**src/rtl/dmem_arbiter_pkg.sv**
```systemverilog
// Shared types and helpers for the data-memory arbiter.
package dmem_arb_pkg;
    localparam int          ARB_DATA_W      = 32;
    localparam int          ARB_ADDR_W      = 32;
    localparam int unsigned ARB_DEPTH_WORDS = 64;

    typedef enum logic [1:0] {
        IDLE   = 2'b00,
        ACCESS = 2'b01,
        DONE   = 2'b10
    } arb_state_e;

    localparam logic REQ_A = 1'b0;
    localparam logic REQ_B = 1'b1;

    // Word-aligned and inside the memory array.
    function automatic logic addr_ok(input logic [ARB_ADDR_W-1:0] addr,
                                     input int unsigned depth_words);
        return (addr[1:0] == 2'b00) && ((addr >> 2) < depth_words);
    endfunction
endpackage

```
**src/rtl/dmem_arbiter_if.sv**
```systemverilog
// Requester A/B handshakes plus the data-memory port, as seen by the arbiter.
interface dmem_arbiter_if
    import dmem_arb_pkg::*;
#(
    parameter int DATA_W = ARB_DATA_W,
    parameter int ADDR_W = ARB_ADDR_W
);
    logic              ReqA_40, WrA_40, AckA_40, ErrA_40;
    logic [ADDR_W-1:0] AddrA_40;
    logic [DATA_W-1:0] WDataA_40, RDataA_40;
    logic              ReqB_40, WrB_40, AckB_40, ErrB_40;
    logic [ADDR_W-1:0] AddrB_40;
    logic [DATA_W-1:0] WDataB_40, RDataB_40;
    logic [ADDR_W-1:0] MemAddress_40;
    logic [DATA_W-1:0] MemWriteData_40, MemReadData_40;
    logic              MemRead_40, MemWrite_40, Busy_40;

    modport slave (
        input  ReqA_40, WrA_40, AddrA_40, WDataA_40,
        input  ReqB_40, WrB_40, AddrB_40, WDataB_40, MemReadData_40,
        output AckA_40, ErrA_40, RDataA_40, AckB_40, ErrB_40, RDataB_40,
        output MemAddress_40, MemWriteData_40, MemRead_40, MemWrite_40, Busy_40
    );
    modport master (
        output ReqA_40, WrA_40, AddrA_40, WDataA_40,
        output ReqB_40, WrB_40, AddrB_40, WDataB_40, MemReadData_40,
        input  AckA_40, ErrA_40, RDataA_40, AckB_40, ErrB_40, RDataB_40,
        input  MemAddress_40, MemWriteData_40, MemRead_40, MemWrite_40, Busy_40
    );
endinterface

```
**src/rtl/dmem_arbiter_rr.sv**
```systemverilog
// Two-input round-robin grant; the pointer moves to the losing side on every grant.
module rr_arbiter2
    import dmem_arb_pkg::*;
(
    input  logic       Clk_40,
    input  logic       Reset_40,
    input  logic       en,
    input  logic [1:0] req,
    output logic       gnt_vld,
    output logic       gnt_id
);
    logic ptr_q;

    always_comb begin
        gnt_vld = |req;
        gnt_id  = (req == 2'b11) ? ptr_q : req[1];
    end

    always_ff @(posedge Clk_40 or posedge Reset_40) begin
        if (Reset_40)
            ptr_q <= REQ_A;
        else if (en && gnt_vld)
            ptr_q <= ~gnt_id;
    end
endmodule

```
**src/rtl/dmem_arbiter.sv**
```systemverilog
// Shares the single-port data memory between CPU (A) and loader (B): IDLE -> ACCESS -> DONE.
module dmem_arbiter
    import dmem_arb_pkg::*;
#(
    parameter int          DATA_W      = ARB_DATA_W,
    parameter int          ADDR_W      = ARB_ADDR_W,
    parameter int unsigned DEPTH_WORDS = ARB_DEPTH_WORDS
)(
    input  logic           Clk_40,
    input  logic           Reset_40,
    dmem_arbiter_if.slave  bus
);
    arb_state_e        state_q, state_d;
    logic              gnt_vld, gnt_id;
    logic              cmd_id, cmd_wr, cmd_err;
    logic [ADDR_W-1:0] mem_addr_q, win_addr;
    logic [DATA_W-1:0] mem_wdata_q, win_wdata, rdata_a_q, rdata_b_q;
    logic              win_wr, win_ok, grant;

    rr_arbiter2 u_rr (
        .Clk_40   (Clk_40),
        .Reset_40 (Reset_40),
        .en       (state_q == IDLE),
        .req      ({bus.ReqB_40, bus.ReqA_40}),
        .gnt_vld  (gnt_vld),
        .gnt_id   (gnt_id)
    );

    always_comb begin
        win_wr    = (gnt_id == REQ_B) ? bus.WrB_40    : bus.WrA_40;
        win_addr  = (gnt_id == REQ_B) ? bus.AddrB_40  : bus.AddrA_40;
        win_wdata = (gnt_id == REQ_B) ? bus.WDataB_40 : bus.WDataA_40;
        win_ok    = addr_ok(win_addr, DEPTH_WORDS);
        grant     = (state_q == IDLE) && gnt_vld;
    end

    always_ff @(posedge Clk_40 or posedge Reset_40) begin
        if (Reset_40) state_q <= IDLE;
        else          state_q <= state_d;
    end

    // Memory controls come only from registers so they cannot glitch on requester inputs.
    always_comb begin
        state_d             = state_q;
        bus.MemRead_40      = 1'b0;
        bus.MemWrite_40     = 1'b0;
        bus.MemAddress_40   = mem_addr_q;
        bus.MemWriteData_40 = mem_wdata_q;
        bus.Busy_40         = (state_q != IDLE);
        bus.AckA_40         = 1'b0;
        bus.AckB_40         = 1'b0;
        bus.ErrA_40         = 1'b0;
        bus.ErrB_40         = 1'b0;
        bus.RDataA_40       = rdata_a_q;
        bus.RDataB_40       = rdata_b_q;
        unique case (state_q)
            IDLE:    if (gnt_vld) state_d = win_ok ? ACCESS : DONE;
            ACCESS: begin
                state_d         = DONE;
                bus.MemWrite_40 = cmd_wr;
                bus.MemRead_40  = ~cmd_wr;
            end
            DONE: begin
                state_d     = IDLE;
                bus.AckA_40 = (cmd_id == REQ_A);
                bus.AckB_40 = (cmd_id == REQ_B);
                bus.ErrA_40 = (cmd_id == REQ_A) && cmd_err;
                bus.ErrB_40 = (cmd_id == REQ_B) && cmd_err;
            end
            default: state_d = IDLE;
        endcase
    end

    always_ff @(posedge Clk_40 or posedge Reset_40) begin
        if (Reset_40) begin
            cmd_id      <= REQ_A;
            cmd_wr      <= 1'b0;
            cmd_err     <= 1'b0;
            mem_addr_q  <= '0;
            mem_wdata_q <= '0;
            rdata_a_q   <= '0;
            rdata_b_q   <= '0;
        end else begin
            if (grant) begin
                cmd_id  <= gnt_id;
                cmd_wr  <= win_wr;
                cmd_err <= ~win_ok;
                // Rejected commands never reach the memory pins.
                if (win_ok) begin
                    mem_addr_q  <= win_addr;
                    mem_wdata_q <= win_wdata;
                end
            end
            if (state_q == ACCESS && !cmd_wr) begin
                if (cmd_id == REQ_B) rdata_b_q <= bus.MemReadData_40;
                else                 rdata_a_q <= bus.MemReadData_40;
            end
        end
    end
endmodule

```
**src/flat_wrapper.sv**
```systemverilog
// flat-port wrapper written by rule: the top's interface ports become plain ports
module dmem_arbiter_flat import dmem_arb_pkg::*;
#(
    parameter int          DATA_W      = ARB_DATA_W,
    parameter int          ADDR_W      = ARB_ADDR_W,
    parameter int unsigned DEPTH_WORDS = ARB_DEPTH_WORDS
)
  (Clk_40, Reset_40, bus_ReqA_40, bus_WrA_40, bus_AddrA_40, bus_WDataA_40, bus_ReqB_40, bus_WrB_40, bus_AddrB_40, bus_WDataB_40, bus_MemReadData_40, bus_AckA_40, bus_ErrA_40, bus_RDataA_40, bus_AckB_40, bus_ErrB_40, bus_RDataB_40, bus_MemAddress_40, bus_MemWriteData_40, bus_MemRead_40, bus_MemWrite_40, bus_Busy_40);
  dmem_arbiter_if #(.DATA_W(DATA_W), .ADDR_W(ADDR_W)) bus_i ();
  input  logic Clk_40;
  input  logic Reset_40;
  input wire logic [$bits(bus_i.ReqA_40)-1:0] bus_ReqA_40;
  input wire logic [$bits(bus_i.WrA_40)-1:0] bus_WrA_40;
  input wire logic [$bits(bus_i.AddrA_40)-1:0] bus_AddrA_40;
  input wire logic [$bits(bus_i.WDataA_40)-1:0] bus_WDataA_40;
  input wire logic [$bits(bus_i.ReqB_40)-1:0] bus_ReqB_40;
  input wire logic [$bits(bus_i.WrB_40)-1:0] bus_WrB_40;
  input wire logic [$bits(bus_i.AddrB_40)-1:0] bus_AddrB_40;
  input wire logic [$bits(bus_i.WDataB_40)-1:0] bus_WDataB_40;
  input wire logic [$bits(bus_i.MemReadData_40)-1:0] bus_MemReadData_40;
  output wire logic [$bits(bus_i.AckA_40)-1:0] bus_AckA_40;
  output wire logic [$bits(bus_i.ErrA_40)-1:0] bus_ErrA_40;
  output wire logic [$bits(bus_i.RDataA_40)-1:0] bus_RDataA_40;
  output wire logic [$bits(bus_i.AckB_40)-1:0] bus_AckB_40;
  output wire logic [$bits(bus_i.ErrB_40)-1:0] bus_ErrB_40;
  output wire logic [$bits(bus_i.RDataB_40)-1:0] bus_RDataB_40;
  output wire logic [$bits(bus_i.MemAddress_40)-1:0] bus_MemAddress_40;
  output wire logic [$bits(bus_i.MemWriteData_40)-1:0] bus_MemWriteData_40;
  output wire logic [$bits(bus_i.MemRead_40)-1:0] bus_MemRead_40;
  output wire logic [$bits(bus_i.MemWrite_40)-1:0] bus_MemWrite_40;
  output wire logic [$bits(bus_i.Busy_40)-1:0] bus_Busy_40;
  assign bus_i.ReqA_40 = bus_ReqA_40;
  assign bus_i.WrA_40 = bus_WrA_40;
  assign bus_i.AddrA_40 = bus_AddrA_40;
  assign bus_i.WDataA_40 = bus_WDataA_40;
  assign bus_i.ReqB_40 = bus_ReqB_40;
  assign bus_i.WrB_40 = bus_WrB_40;
  assign bus_i.AddrB_40 = bus_AddrB_40;
  assign bus_i.WDataB_40 = bus_WDataB_40;
  assign bus_i.MemReadData_40 = bus_MemReadData_40;
  assign bus_AckA_40 = bus_i.AckA_40;
  assign bus_ErrA_40 = bus_i.ErrA_40;
  assign bus_RDataA_40 = bus_i.RDataA_40;
  assign bus_AckB_40 = bus_i.AckB_40;
  assign bus_ErrB_40 = bus_i.ErrB_40;
  assign bus_RDataB_40 = bus_i.RDataB_40;
  assign bus_MemAddress_40 = bus_i.MemAddress_40;
  assign bus_MemWriteData_40 = bus_i.MemWriteData_40;
  assign bus_MemRead_40 = bus_i.MemRead_40;
  assign bus_MemWrite_40 = bus_i.MemWrite_40;
  assign bus_Busy_40 = bus_i.Busy_40;
  dmem_arbiter #(.DATA_W(DATA_W), .ADDR_W(ADDR_W), .DEPTH_WORDS(DEPTH_WORDS)) u_core (.Clk_40(Clk_40), .Reset_40(Reset_40), .bus(bus_i));
endmodule
```
**config.mk**
```make
export PLATFORM = sky130hd
export DESIGN_NAME = dmem_arbiter_flat
export DESIGN_NICKNAME = d
export VERILOG_FILES = /design/src/rtl/dmem_arbiter_pkg.sv /design/src/rtl/dmem_arbiter_if.sv /design/src/rtl/dmem_arbiter_rr.sv /design/src/rtl/dmem_arbiter.sv /design/src/flat_wrapper.sv
export SDC_FILE = /design/constraint.sdc
export NUM_CORES = 1
export LEC_CHECK = 0
export CELL_PAD_IN_SITES_DETAIL_PLACEMENT = 1
export CELL_PAD_IN_SITES_GLOBAL_PLACEMENT = 1
export CORE_ASPECT_RATIO = 1.75
export CORE_MARGIN = 3
export CORE_UTILIZATION = 30
export CTS_CLUSTER_SIZE = 12
export DETAILED_ROUTE_END_ITERATION = 10
export GPL_ROUTABILITY_DRIVEN = 0
export MAX_ROUTING_LAYER = met4
export PLACE_DENSITY_LB_ADDON = 0.1
export SKIP_CTS_REPAIR_TIMING = 1
export SLEW_MARGIN = 40
export SYNTH_ARGS = -nofsm -noshare
export SYNTH_HDL_FRONTEND = slang
export SYNTH_SLANG_ARGS = --single-unit
export TNS_END_PERCENT = 100
```
**constraint.sdc**
```tcl
create_clock -name Clk_40 -period 11.9 [get_ports Clk_40]
set_input_delay 2.975 -clock Clk_40 [delete_from_list [all_inputs] [get_ports Clk_40]]
set_output_delay 2.975 -clock Clk_40 [all_outputs]
set_load 0.005 [all_outputs]
```
==> results of run 1 <==
## registers in the layout, indices dropped and copies added, names as in the netlist
| name | count |
|---|---|
| u_core.bus.MemAddress_40 | 32 |
| u_core.bus.MemWriteData_40 | 32 |
| u_core.bus.RDataA_40 | 32 |
| u_core.bus.RDataB_40 | 32 |
| u_core.cmd_err | 1 |
| u_core.cmd_id | 1 |
| u_core.cmd_wr | 1 |
| u_core.state_q | 2 |
| u_core.u_rr.ptr_q | 1 |
## logic make-up (layout without fill, tap and decap cells)
kind of cell | Yosys count | in the layout | synth area share (%)
flip-flops | 134 | 134 | 59.8
multiplexers | 142 | 142 | 30.0
AND/OR/NAND/NOR | 59 | 59 | 6.92
buffers and inverters | 23 | 341 | 2.23
AO/OA/AOI/OAI | 8 | 8 | 0.982
## worst max path at each step
stage,start,to
2_1_floorplan,Reset_40,u_core.bus.MemAddress_40[0]
3_3_place_gp,bus_ReqA_40,u_core.bus.MemAddress_40[6]
3_5_place_dp,bus_ReqA_40,u_core.bus.MemAddress_40[3]
4_1_cts,bus_ReqA_40,u_core.bus.MemWriteData_40[26]
5_1_grt,bus_ReqA_40,u_core.bus.MemWriteData_40[28]
6_report,bus_ReqA_40,u_core.bus.MemWriteData_40[26]
## cell type report
type,count,area [um2],share of cell area [%]
Tap cell,234,293,3.10
Clock buffer,17,425,4.50
Clock inverter,15,143,1.51
Timing Repair Buffer,306,3070,32.5
Inverter,3,16.3,0.172
Sequential cell,134,3350,35.5
Multi-Input combinational cell,209,2150,22.8
## layer usage
metal / part of all wire [%] / track usage [%] / routed length (um) / vias to the layer above
li1: - / - / - / 1904
met1: 34 / 17.2 / 6030 / 2077
met2: 57 / 33.9 / 10200 / 210
met3: 7.8 / 5.15 / 1390 / 16
met4: 1.5 / 5.42 / 261 / 0
met5: 0 / - / 0 / -
## metrics by stage
stage               cells  hold slack (ns)  cell area [um2]  setup WS [ns]  total power (W)
finish                918            0.488             9450           6.51          0.00107
global route          918            0.502             9450           6.34          0.00112
CTS                   918            0.494             9450           6.46          0.00109
detailed placement    886            0.475             8880           6.00         0.000581
global placement      884            0.471             8850           6.10         0.000578
floorplan             366            0.478             5610           5.34         0.000506
## cells in the mapped netlist, drive strengths merged
library cell	count
a21oi	1
nand2	2
o41ai	1
dfrtp	134
or4	2
nor3	1
nor2b	1
clkbuf	9
o31ai	1
nor2	5
buf	11
and2	29
nor3b	2
inv	3
o21ai	4
and3b	2
nand4	2
or2	1
o21ba	1
nor4	11
mux2i	1
mux2	141
nor4b	1
## critical path, delay by kind of cell
| family | cells | cell delay [ns] |
|---|---|---|
| AO/OA/AOI/OAI | 2 | 0.96 |
| buffers and inverters | 3 | 1.15 |
| multiplexers | 1 | 0.40 |
| AND/OR/NAND/NOR | 1 | 0.17 |
## power by group through the flow
| stage | Clock [W] | Sequential (W) | Combinational, W |
|---|---|---|---|
| after floorplan | 0 | 0.000469 | 0.0000370 |
| after global placement | 0 | 0.000471 | 0.000107 |
| after detailed placement | 0 | 0.000471 | 0.000110 |
| after CTS | 0.000516 | 0.000463 | 0.000110 |
| after global routing | 0.000536 | 0.000463 | 0.000116 |
| final | 0.000501 | 0.000463 | 0.000108 |
==> out/qor.log, run 1 <==
[global_route] global-route wire length before repair 26700 um
[pwr] internal power 0.000822 W
[drt] sum of routed wire length over all layers 17900 um
[final_layout] fillcell total 1886
[yosys] cell count after synthesis 366
[clock_tree] root buf cell sky130_fd_sc_hd__clkbuf_16
[clock_tree] H-tree levels 4
[die] die span in y 187 um
[die] number of standard-cell rows in the floorplan 65
[pwr] Sequential Power Share 43.2%
[setup_path] nature of the critical path endpoint flop
[sta] Tightest Pin Transition 0.710 ns
[die] floorplan die area 20400 um2
[setup_path] critical path's most frequent cell sky130_fd_sc_hd__o21ai_4
[yosys] area share of the largest cell type after synthesis 59.8%
[die] area inside the core boundary 18200 um2
[drt] routed wire length per instance 19.5 um
[pwr] clock network fraction of design power 46.7%
[placement] final HPWL from detailed placement 14200 um
[die] top-level port count 301
[sta] number of max-slew violations in the final report 0
[sta] RSZ-0062 raised after global routing false
[setup_path] data required time at the worst endpoint 12.19 ns
[sta] Worst slew margin 52.7%
[pwr] maximum vdd ir drop 0.0763 mV
[yosys] dominant cell type by area after synthesis sky130_fd_sc_hd__dfrtp_1
[setup_path] crit path max fanout 47
[setup_path] arrival time of the worst setup path 5.69 ns
[sta] Tmin final 5.39 ns
[drt] Post-DRT Antenna Nets 0
[sta] worst clock skew 0.00679 ns
[global_route] global route overflow 0
[pwr] power per cell area 113 nW/um2
[die] starting density of the core 30.8%
[yosys] portion of the post-synthesis area used by sequential elements 59.8%
[pwr] static leakage 4.27 nW
[yosys] Synth cell types 29
[clock_tree] Clock Path Buffers 2
[sta] final-layout setup total negative slack 0 ns
[final_layout] count of antenna diodes in the layout 0
[final_layout] area growth from synthesis to layout 68.6%
[setup_path] FF-to-FF End u_core.bus.MemWriteData_40[26]
[final_layout] Post-Route Utilization 51.9%
[placement] number of buffer cells added on primary ports 300
[yosys] Yosys warning count 0
[clock_tree] CTS tree yes
[yosys] Synth Register Bits 134
[pwr] Logic pwr share 10.1%
[yosys] syn_nets 532
[drt] Residual DRC 0
[hold_path] HP Class reg2reg
[die] Horiz. Die Dim 109 um
[drt] mean number of vias per cell 4.58
[drt] Detailed Routing Iterations Pass 1 3
[yosys] mean cell area of the mapped netlist 15.3 um2
[clock_tree] clock buffer count from CTS 17
[yosys] ranking of synthesized cells by area sky130_fd_sc_hd__dfrtp_1 (60%), sky130_fd_sc_hd__mux2_2 (24%), sky130_fd_sc_hd__mux2_4 (6.2%)
[setup_path] Critical Setup Path Class in2reg
[setup_path] crit-path max cell delay 0.60 ns
[sta] final hold vios 0
[setup_path] setup slack of the most critical reg-to-reg path 9.15 ns
[global_route] number of antenna violations at the first check in global routing 0
[run_status] status finished, final reports clean
[sta] highest clock frequency the design can meet 0.185 GHz
[final_layout] highest-count cells in the layout ignoring fill and taps sky130_fd_sc_hd__clkdlybuf4s50_1 (300), sky130_fd_sc_hd__dfrtp_1 (134), sky130_fd_sc_hd__mux2_2 (118), sky130_fd_sc_hd__and2_1 (29), sky130_fd_sc_hd__mux2_4 (23)
[setup_path] critical path launch point type input pin
[global_route] number of global-route vias before repair 4883
[final_layout] number of nets in the layout 837
[final_layout] proportion of layout cells with a drive suffix above 1 27.5%
[global_route] total routing resource utilization after global routing 18.1%
[clock_tree] clock latency on the worst-skew pair 0.41 ns
[final_layout] leading cell type in the layout, fill and taps excluded sky130_fd_sc_hd__clkdlybuf4s50_1
[run] total of max-cap violations 0
[drt] drt first-iter violations 88
[sta] final period utilization 45.3%
[hold_path] WHS Endpoint u_core.bus.MemAddress_40[13]
[setup_path] r2r startpoint u_core.u_rr.ptr_q
[yosys] combined area of all synthesized cells 5610 um2
[global_route] pin count of the biggest net entering global routing 79
[drt] total via count in the routed design 4207
[clock_tree] clock slew seen by the registers of the worst setup and hold paths 0.06 ns
[sta] Finish-stage setup viols 0
[pwr] Switching Power 0.000250 W
[setup_path] cell with the biggest individual delay on the critical path sky130_fd_sc_hd__buf_4
[pwr] switch share 23.3%
[clock_tree] clock sink count 134
[hold_path] Worst Hold Depth 1
[hold_path] Hold Path Origin u_core.bus.MemAddress_40[13]
[setup_path] CP Cell Sequence clkdlybuf4s50_1, inv_1, o21ai_4, nor4_2, o21ai_4, buf_4, mux2_2
[setup_path] R2R depth 5
No activity file was read; power rests on OpenSTA's default activity.
==> inputs of run 2 (changes only) <==
- CORE_UTILIZATION: 30 -> 27
- clock period: 11.9 -> 4.73 ns (I/O delays scaled with it)
==> run 2 against run 1 <==
Wire length grew 2.9%. Combinational power grew to 2.5 times the previous value. Final cell count grew 1.6%. Critical path depth shrank 4. Flip-flop and latch count is the same. Critical path type is now reg2out. Largest power group unchanged.
==> out/qor.log, run 2 (same netlist as run 1, synthesis figures left out) <==
[placement] number of buffer cells added on primary ports 300 [unchanged]
[clock_tree] clock sink count 134 [unchanged]
[setup_path] nature of the critical path endpoint output pin
[die] Horiz. Die Dim 115 um [+5.1%]
[hold_path] HP Class reg2reg
[clock_tree] clock slew seen by the registers of the worst setup and hold paths 0.06 ns [about the same]
[final_layout] post-route design area 9590 um2 [+1.5%]
[drt] drt first-iter violations 164 [+86%]
[sta] RSZ-0062 raised after global routing false
[placement] final HPWL from detailed placement 14600 um [+3.0%]
[final_layout] area growth from synthesis to layout 71.1%
[clock_tree] CTS tree yes
[sta] final hold vios 0 [unchanged]
[global_route] global-route wire length before repair 27500 um [+3.0%]
[drt] Detailed Routing Iterations Pass 1 4 [+1]
[sta] final period utilization 67.3%
[setup_path] CP Cell Sequence nor3b_1, and2_1, clkdlybuf4s50_1
[sta] highest clock frequency the design can meet 0.314 GHz
[final_layout] number of nets in the layout 839 [+0.24%]
[sta] final-layout setup total negative slack 0 ns [unchanged]
[die] floorplan die area 22600 um2 [+11%]
[die] area inside the core boundary 20400 um2 [+12%]
[setup_path] crit path max fanout 5 [-89%]
[drt] Residual DRC 0 [unchanged]
[die] starting density of the core 27.5% [-3.3 points]
[pwr] power per cell area 297 nW/um2 [+160%]
[run_status] status finished, final reports clean
[clock_tree] Clock Path Buffers 2 [unchanged]
[sta] Tmin final 3.18 ns
[sta] Finish-stage setup viols 0 [unchanged]
[clock_tree] root buf cell sky130_fd_sc_hd__clkbuf_16
[final_layout] proportion of layout cells with a drive suffix above 1 27.2% [-0.33 points]
[setup_path] Critical Setup Path Class reg2out
[drt] mean number of vias per cell 4.50 [-1.8%]
[drt] Post-DRT Antenna Nets 0 [unchanged]
[drt] routed wire length per instance 19.8 um [+1.3%]
[final_layout] highest-count cells in the layout ignoring fill and taps sky130_fd_sc_hd__clkdlybuf4s50_1 (300), sky130_fd_sc_hd__dfrtp_1 (134), sky130_fd_sc_hd__mux2_2 (118), sky130_fd_sc_hd__and2_1 (29), sky130_fd_sc_hd__mux2_4 (23)
[die] die span in y 197 um [+5.2%]
[setup_path] arrival time of the worst setup path 2.00 ns [-3.69 ns]
[global_route] pin count of the biggest net entering global routing 66 [-16%]
[pwr] total power of the final layout 0.00285 W [+170%]
[placement] placed instance area 8970 um2 [+0.96%]
[drt] sum of routed wire length over all layers 18500 um [+2.9%]
[global_route] global route overflow 0 [unchanged]
[setup_path] crit-path max cell delay 0.50 ns [-0.10 ns]
[setup_path] cell class contributing the biggest share of worst-path delay simple AND/OR/NAND/NOR gates
[setup_path] critical path launch point type flop
[final_layout] leading cell type in the layout, fill and taps excluded sky130_fd_sc_hd__clkdlybuf4s50_1
[setup_path] Buf+Inv Stages, Crit Path 1 [-2]
[setup_path] data required time at the worst endpoint 3.55 ns [-8.64 ns]
[global_route] number of global-route vias before repair 4859 [-0.49%]
[sta] Worst slew margin 65.0% [+12 points]
[die] number of standard-cell rows in the floorplan 69 [+6.2%]
[sta] worst clock skew 0.00674 ns [-0.0000452 ns]
[clock_tree] clock buffer count from CTS 17 [unchanged]
[sta] number of max-slew violations in the final report 0 [unchanged]
[setup_path] cell with the biggest individual delay on the critical path sky130_fd_sc_hd__clkdlybuf4s50_1
[final_layout] count of antenna diodes in the layout 0 [unchanged]
[global_route] total routing resource utilization after global routing 16.9% [-1.2 points]
[clock_tree] H-tree levels 4 [unchanged]
[pwr] maximum vdd ir drop 0.170 mV [+120%]
[sta] Tightest Pin Transition 0.523 ns [-0.187 ns]
[pwr] static leakage 4.33 nW [+1.6%]
[global_route] number of antenna violations at the first check in global routing 0 [unchanged]
[clock_tree] clock latency on the worst-skew pair 0.41 ns [about the same]
[die] top-level port count 301 [unchanged]
[drt] total via count in the routed design 4198 [-0.21%]
[run] total of max-cap violations 0 [unchanged]
-- run 2: cell types whose count changed in the layout (fill, tap and decap cells not counted), moves of 3 or more --
cell                         before  now
sky130_fd_sc_hd__inv_6            7    0
sky130_fd_sc_hd__clkinvlp_4       5    2
sky130_fd_sc_hd__clkbuf_8         0    3
sky130_fd_sc_hd__buf_12           0    3
sky130_fd_sc_hd__clkbuf_1         0    3
sky130_fd_sc_hd__bufinv_16        1    4
-- run 2: final timing paths --
path                                                       end  cells past startpoint                          from  slack (ns)
worst min-delay path              u_core.bus.MemAddress_40[24]                      1  u_core.bus.MemAddress_40[24]        0.48
max in group asynchronous             u_core.bus.RDataB_40[26]                      3                      Reset_40        2.85
worst min register to register    u_core.bus.MemAddress_40[24]                      1  u_core.bus.MemAddress_40[24]        0.48
worst max-delay path                               bus_ErrA_40                      3                 u_core.cmd_id        1.55
min in group asynchronous         u_core.bus.MemAddress_40[20]                      2                      Reset_40        1.16
worst max register to register  u_core.bus.MemWriteData_40[28]                      5             u_core.u_rr.ptr_q        2.59
-- run 2: layout make-up --
cell class | count | area, um2
fill | 2114 | 10800
sequential | 134 | 3350
timing repair buffer | 308 | 3140
multi-input combinational | 209 | 2150
clock buffer | 23 | 478
tap | 248 | 310
clock inverter | 8 | 146
inverter | 3 | 15.0
-- run 2: power breakdown --
group / leakage [nW] / switching [W] / internal, W
sequential: 1.86 / 0.0000103 / 0.00115
combinational: 2.17 / 0.0000922 / 0.000182
clock: 0.303 / 0.000485 / 0.000921
-- run 2: per-layer routing --
metal / track usage (%) / vias to the layer above / part of all wire (%)
met4: 5.83 / 0 / 1.9
li1: - / 1908 / -
met2: 32.3 / 192 / 58
met1: 15.2 / 2079 / 32
met3: 5.35 / 19 / 7.5
met5: - / - / 0
-- run 2: per-stage QoR --
step / setup WS [ns] / hold WS, ns / cells / utilization [%]
6_report: 1.55 / 0.483 / 933 / 47.1
5_1_grt: 1.41 / 0.500 / 933 / 47.1
4_1_cts: 1.45 / 0.489 / 933 / 47.1
3_5_place_dp: 1.11 / 0.470 / 902 / 44.0
3_3_place_gp: 0.955 / 0.469 / 899 / 43.7
2_1_floorplan: 1.87 / 0.478 / 366 / -
